File: src/rtl/ram_arbiter_if.sv
// Bundle of CPU-side, loader-side and RAM-side signals around the RAM arbiter.
// The slave modport is the arbiter's view; master is the environment's view.
interface ram_arbiter_if #(
  parameter int ADDR_W = 4,
  parameter int DATA_W = 8
);
  logic              cpu_ren;
  logic              cpu_wen;
  logic [ADDR_W-1:0] cpu_addr;
  logic [DATA_W-1:0] cpu_wdata;
  logic [DATA_W-1:0] cpu_rdata;
  logic              cpu_stall;

  logic              ld_req;
  logic              ld_we;
  logic [ADDR_W-1:0] ld_addr;
  logic [DATA_W-1:0] ld_wdata;
  logic              ld_ack;
  logic [DATA_W-1:0] ld_rdata;

  logic [ADDR_W-1:0] ram_addr;
  logic [DATA_W-1:0] ram_wdata;
  logic              ram_ren;
  logic              ram_wen;
  logic [DATA_W-1:0] ram_rdata;

  modport slave (
    input  cpu_ren, cpu_wen, cpu_addr, cpu_wdata,
    output cpu_rdata, cpu_stall,
    input  ld_req, ld_we, ld_addr, ld_wdata,
    output ld_ack, ld_rdata,
    output ram_addr, ram_wdata, ram_ren, ram_wen,
    input  ram_rdata
  );

  modport master (
    output cpu_ren, cpu_wen, cpu_addr, cpu_wdata,
    input  cpu_rdata, cpu_stall,
    output ld_req, ld_we, ld_addr, ld_wdata,
    input  ld_ack, ld_rdata,
    input  ram_addr, ram_wdata, ram_ren, ram_wen,
    output ram_rdata
  );
endinterface

File: src/rtl/ram_arbiter.sv
// Shares the single RAM port between the CPU datapath and a program loader.
// Define RAM_ARB_LOADER_READ_EN to let loader read beats (ld_we=0) reach RAM.
module ram_arbiter #(
  parameter int ADDR_W   = 4,
  parameter int DATA_W   = 8,
  parameter int HOLD_MAX = 4
) (
  input  logic           CLK,
  input  logic           nRST,
  ram_arbiter_if.slave   bus
);

  typedef enum logic [1:0] {
    ST_CPU    = 2'd0,
    ST_LOADER = 2'd1,
    ST_YIELD  = 2'd2
  } state_t;

  localparam logic [ADDR_W:0] HOLD_LIM = (ADDR_W+1)'(HOLD_MAX);

  state_t            state;
  logic [ADDR_W-1:0] beats;
  logic              stall;

  logic              cpu_act;
  logic [ADDR_W:0]   beats_plus1;
  logic [ADDR_W-1:0] beats_sat;

  assign cpu_act     = bus.cpu_ren | bus.cpu_wen;
  assign beats_plus1 = {1'b0, beats} + {{ADDR_W{1'b0}}, 1'b1};
  assign beats_sat   = (beats_plus1 >= HOLD_LIM) ? HOLD_LIM[ADDR_W-1:0]
                                                 : beats_plus1[ADDR_W-1:0];

  always_ff @(posedge CLK or negedge nRST) begin
    if (!nRST) begin
      state <= ST_CPU;
      beats <= '0;
      stall <= 1'b0;
    end else begin
      case (state)
        ST_CPU: begin
          // A CPU access in the same cycle as a loader request wins.
          if (bus.ld_req && !cpu_act) begin
            state <= ST_LOADER;
            beats <= '0;
            stall <= 1'b1;
          end
        end
        ST_LOADER: begin
          if (!bus.ld_req) begin
            state <= ST_CPU;
            beats <= '0;
            stall <= 1'b0;
          end else begin
            beats <= beats_sat;
            // Bound how long a stalled CPU access can wait behind a burst.
            if (cpu_act && (beats_plus1 >= HOLD_LIM)) begin
              state <= ST_YIELD;
              stall <= 1'b0;
            end
          end
        end
        ST_YIELD: begin
          state <= ST_CPU;
          beats <= '0;
          stall <= 1'b0;
        end
        default: begin
          state <= ST_CPU;
          beats <= '0;
          stall <= 1'b0;
        end
      endcase
    end
  end

  always_comb begin
    bus.cpu_rdata = bus.ram_rdata;
    bus.cpu_stall = stall;
    bus.ld_rdata  = '0;
    if (state == ST_LOADER) begin
      bus.ram_addr  = bus.ld_addr;
      bus.ram_wdata = bus.ld_wdata;
      bus.ram_wen   = bus.ld_req & bus.ld_we & nRST;
      bus.ld_ack    = bus.ld_req;
`ifdef RAM_ARB_LOADER_READ_EN
      bus.ram_ren   = bus.ld_req & ~bus.ld_we;
      if (bus.ld_req && !bus.ld_we)
        bus.ld_rdata = bus.ram_rdata;
`else
      bus.ram_ren   = 1'b0;
`endif
    end else begin
      // Write enable is gated by reset so a beat in flight is never committed.
      bus.ram_addr  = bus.cpu_addr;
      bus.ram_wdata = bus.cpu_wdata;
      bus.ram_ren   = bus.cpu_ren;
      bus.ram_wen   = bus.cpu_wen & nRST;
      bus.ld_ack    = 1'b0;
    end
  end

endmodule

File: src/flat_wrapper.sv
// flat-port wrapper written by rule: the top's interface ports become plain ports
module ram_arbiter_flat 
#(
  parameter int ADDR_W   = 4,
  parameter int DATA_W   = 8,
  parameter int HOLD_MAX = 4
)
  (CLK, nRST, bus_cpu_ren, bus_cpu_wen, bus_cpu_addr, bus_cpu_wdata, bus_cpu_rdata, bus_cpu_stall, bus_ld_req, bus_ld_we, bus_ld_addr, bus_ld_wdata, bus_ld_ack, bus_ld_rdata, bus_ram_addr, bus_ram_wdata, bus_ram_ren, bus_ram_wen, bus_ram_rdata);
  ram_arbiter_if #(.ADDR_W(ADDR_W), .DATA_W(DATA_W)) bus_i ();
  input  logic CLK;
  input  logic nRST;
  input wire logic [$bits(bus_i.cpu_ren)-1:0] bus_cpu_ren;
  input wire logic [$bits(bus_i.cpu_wen)-1:0] bus_cpu_wen;
  input wire logic [$bits(bus_i.cpu_addr)-1:0] bus_cpu_addr;
  input wire logic [$bits(bus_i.cpu_wdata)-1:0] bus_cpu_wdata;
  output wire logic [$bits(bus_i.cpu_rdata)-1:0] bus_cpu_rdata;
  output wire logic [$bits(bus_i.cpu_stall)-1:0] bus_cpu_stall;
  input wire logic [$bits(bus_i.ld_req)-1:0] bus_ld_req;
  input wire logic [$bits(bus_i.ld_we)-1:0] bus_ld_we;
  input wire logic [$bits(bus_i.ld_addr)-1:0] bus_ld_addr;
  input wire logic [$bits(bus_i.ld_wdata)-1:0] bus_ld_wdata;
  output wire logic [$bits(bus_i.ld_ack)-1:0] bus_ld_ack;
  output wire logic [$bits(bus_i.ld_rdata)-1:0] bus_ld_rdata;
  output wire logic [$bits(bus_i.ram_addr)-1:0] bus_ram_addr;
  output wire logic [$bits(bus_i.ram_wdata)-1:0] bus_ram_wdata;
  output wire logic [$bits(bus_i.ram_ren)-1:0] bus_ram_ren;
  output wire logic [$bits(bus_i.ram_wen)-1:0] bus_ram_wen;
  input wire logic [$bits(bus_i.ram_rdata)-1:0] bus_ram_rdata;
  assign bus_i.cpu_ren = bus_cpu_ren;
  assign bus_i.cpu_wen = bus_cpu_wen;
  assign bus_i.cpu_addr = bus_cpu_addr;
  assign bus_i.cpu_wdata = bus_cpu_wdata;
  assign bus_cpu_rdata = bus_i.cpu_rdata;
  assign bus_cpu_stall = bus_i.cpu_stall;
  assign bus_i.ld_req = bus_ld_req;
  assign bus_i.ld_we = bus_ld_we;
  assign bus_i.ld_addr = bus_ld_addr;
  assign bus_i.ld_wdata = bus_ld_wdata;
  assign bus_ld_ack = bus_i.ld_ack;
  assign bus_ld_rdata = bus_i.ld_rdata;
  assign bus_ram_addr = bus_i.ram_addr;
  assign bus_ram_wdata = bus_i.ram_wdata;
  assign bus_ram_ren = bus_i.ram_ren;
  assign bus_ram_wen = bus_i.ram_wen;
  assign bus_i.ram_rdata = bus_ram_rdata;
  ram_arbiter #(.ADDR_W(ADDR_W), .DATA_W(DATA_W), .HOLD_MAX(HOLD_MAX)) u_core (.CLK(CLK), .nRST(nRST), .bus(bus_i));
endmodule
File: config.mk
export PLATFORM = sky130hd
export DESIGN_NAME = ram_arbiter_flat
export DESIGN_NICKNAME = d
export VERILOG_FILES = /design/src/rtl/ram_arbiter_if.sv /design/src/rtl/ram_arbiter.sv /design/src/flat_wrapper.sv
export SDC_FILE = /design/constraint.sdc
export NUM_CORES = 1
export LEC_CHECK = 0
export CORE_UTILIZATION = 24
export CTS_CLUSTER_SIZE = 8
export DETAILED_ROUTE_END_ITERATION = 6
export GPL_ROUTABILITY_DRIVEN = 1
export PLACE_DENSITY = 0.82
export SETUP_SLACK_MARGIN = 0.02
export SLEW_MARGIN = 20
export SYNTH_ARGS = -nofsm -noshare
export SYNTH_HDL_FRONTEND = slang
export SYNTH_SLANG_ARGS = --single-unit
File: constraint.sdc
create_clock -name CLK -period 1.4 [get_ports CLK]
set_input_delay 0.35 -clock CLK [delete_from_list [all_inputs] [get_ports CLK]]
set_output_delay 0.35 -clock CLK [all_outputs]
set_load 0.01 [all_outputs]
==> results.cfg <==
[global_routing]
gr-total-overflow = 0
grt_pass1_vias = 666
grt_use_total = 0.134
antenna_found_initial = 0
grt_pass1_wl_um = 2730
grt_max_degree = 9

[cells_and_area]
antenna_cells = 0
nNetsFinal = 164
areaGrowthSynthToFinish_pct = 106
register_area_um2 = 150
mostFrequentLayoutCells = clkdlybuf4s50_1, buf_4, buf_6
layout-drive-gt1-share = 0.500
multi_input_area_um2 = 438
fillCellCount = 202
fin_area_um2 = 1270
final_common_cell = clkdlybuf4s50_1

[die]
core_um2 = 2450
io-pin-count = 70
die_h_um = 52.7
dieArea_um2 = 2780
num_rows = 18
start_util = 0.251
die_w_um = 52.7

[setup_path]
critPathMaxStageDelay_ns = 0.40
worstSetupPathType = flop to output port
critPathRequiredTime_ns = 1.05
start_kind = flop
r2r_end = u_core.beats[0]$_DFFE_PN0P_
crit_path_start = u_core.state[1]$_DFFE_PN0P_
crit_chain = nor2b_4 -> buf_8 -> mux2_4 -> buf_6
end_kind = output port
cp_slowest_cell = dfrtp_1
worstPathArrival_ns = 1.39
r2r_start = u_core.state[1]$_DFFE_PN0P_
reg2regPathDepth = 6
ff2ff_setup_slack_ns = -0.01
worstPathMaxFanout = 8

[detailed_routing]
ant_nets = 0
wl_per_cell_um = 12.8
drc = 0
vias_per_cell = 4.27
drt_iter0_markers = 1
drtPass1Iterations = 2
wl_um = 1940
vias = 649

[placement]
dp_hpwl_um = 1480
place_area_um2 = 1160
portBuffers = 45
place_congestion = 0.705

[power]
seqPwrFrac = 0.260
vdd_drop_max_mv = 0.494
switching_share = 0.276
clockPowerShare = 0.199
power_leakage_nw = 0.617
internal-power_w = 0.000543
combPwrFrac = 0.541
p_per_area_nw_per_um2 = 590
finalPower_w = 0.000750
p_sw_w = 0.000207

[clock_tree]
cts-root-buf = clkbuf_4
cts_num_sinks = 6
path_clk_slew_ns = 0.04
cts_made_buffers = 3
h-tree-depth = 1
clockBufferDepth = 2
cts_tree = yes
clkLatencyLatePin_ns = 0.24

[synth]
synth_xor_area_frac = 0.0142
ys_seq_area_frac = 0.243
synth_top_family_by_area = buffers and inverters
yosysUniqueCellTypes = 26
syn_area_um2 = 617
avgSynthCellArea_um2 = 9.35
synth_seq_cells = 6
yosysWarnings = 0
synthAdderAreaFrac = 0.0406
syn_inst = 66
synth-simple-area-share = 0.114
synth-compound-area-share = 0.130
muxShareOfSynthArea = 0.219

[timing]
fmax_mhz = 574
hold_viol_final = 0
min_period_ns = 1.74
finalClockSkew_ns = 0.00146
rsz0062_at_grt = yes
slew_viol_final = 0
period_share = 1.24
layout_setup_ws_ns = -0.341
setup_viol_count_final = 16

[flow_run]
max_cap_violations = 0

[status]
violations = setup timing
status = complete, but fails checks

[worst_hold_path]
hold_path.class = primary input to async pin
## power groups by stage
stage / clock (W) / sequential [W] / combinational (W)
floorplan: 0 / 0.000205 / 0.000179
global route: 0.000168 / 0.000196 / 0.000433
CTS: 0.000160 / 0.000195 / 0.000409
global placement: 0 / 0.000196 / 0.000355
detailed placement: 0 / 0.000197 / 0.000363
finish: 0.000149 / 0.000195 / 0.000405
## final cells by class
cell class / instances / share of cell area
Sequential cell: 6 / 0.118
Timing Repair Buffer: 64 / 0.481
Clock buffer: 3 / 0.0177
Inverter: 3 / 0.00886
Multi-Input combinational cell: 46 / 0.344
Tap cell: 30 / 0.0295
## cells by family after synthesis
family,after synthesis
AOI/OAI and AO/OA,10
and+or+nand+nor,13
xor gates and xnor gates,1
DFF,6
adders and majority gates,2
other,1
buffers and inverters,21
muxes,12
## through the flow
step | hold slack, ns | utilization | cells | setup slack (ns) | TNS, ns
2_1_floorplan | 0.0544 | - | 73 | -0.101 | -0.851
4_1_cts | 0.410 | 0.519 | 152 | -0.398 | -5.45
5_1_grt | 0.441 | 0.518 | 152 | -0.391 | -5.54
3_5_place_dp | 0.546 | 0.471 | 145 | -0.585 | -8.44
6_report | 0.415 | 0.518 | 152 | -0.341 | -4.62
3_3_place_gp | 0.524 | 0.471 | 145 | -0.551 | -8.26
## worst max path at each step
stage | endpoint | slack [ns] | cells after the start
3_5_place_dp | bus_ram_wen | -0.59 | 4
4_1_cts | bus_ram_wdata[5] | -0.40 | 5
5_1_grt | bus_ram_wdata[3] | -0.39 | 4
3_3_place_gp | bus_ram_wen | -0.55 | 4
2_1_floorplan | bus_ram_addr[0] | -0.10 | 4
6_report | bus_ram_addr[1] | -0.34 | 4
## worst max-delay path, delay by kind of cell, from the launching register on
family / cells / cell delay (ns)
buffers and inverters: 2 / 0.28
AND/OR/NAND/NOR: 1 / 0.16
multiplexers: 1 / 0.31
flip-flops: 1 / 0.40
## sequential cells by signal, summed over array words and instances, names as in the netlist
| name | cells |
|---|---|
| u_core.beats | 4 |
| u_core.state | 2 |
## synth_stat cells, drive strengths merged
| master | number | share of area |
|---|---|---|
| conb | 1 | 0.0061 |
| nor2 | 5 | 0.030 |
| a21oi | 1 | 0.0081 |
| nor3 | 1 | 0.0081 |
| inv | 3 | 0.018 |
| and2 | 1 | 0.010 |
| dfrtp | 6 | 0.24 |
| ha | 2 | 0.041 |
| a32o | 1 | 0.016 |
| xor2 | 1 | 0.014 |
| nand3 | 1 | 0.0081 |
| o32a | 1 | 0.016 |
| o22a | 1 | 0.014 |
| a211oi | 1 | 0.012 |
| nor2b | 2 | 0.020 |
| a21boi | 2 | 0.030 |
| nand2 | 2 | 0.016 |
| a31oi | 1 | 0.010 |
| o41ai | 1 | 0.014 |
| mux2 | 12 | 0.22 |
| o21ai | 1 | 0.0081 |
| nor3b | 1 | 0.020 |
| buf | 18 | 0.21 |
## routing by layer
metal | GRT usage | up-vias | part of all wire
met5 | 0 | - | 0
met4 | 0.0658 | 0 | 0
met3 | 0.0203 | 0 | 0.10
met2 | 0.268 | 30 | 0.57
met1 | 0.128 | 303 | 0.33
li1 | - | 316 | -
## repair_timing
| item | CTS | global route |
|---|---|---|
| buffers inserted | 3 | 2 |
| hold buffers | 0 | 0 |
| endpoints found under the hold margin | 0 | 0 |
| gates resized for setup | 86 | 11 |
| gates cloned | 1 | 0 |
| endpoints found under the setup margin | 17 | 20 |
| pin swaps | 0 | 1 |
(Power assumes the default switching activity.)
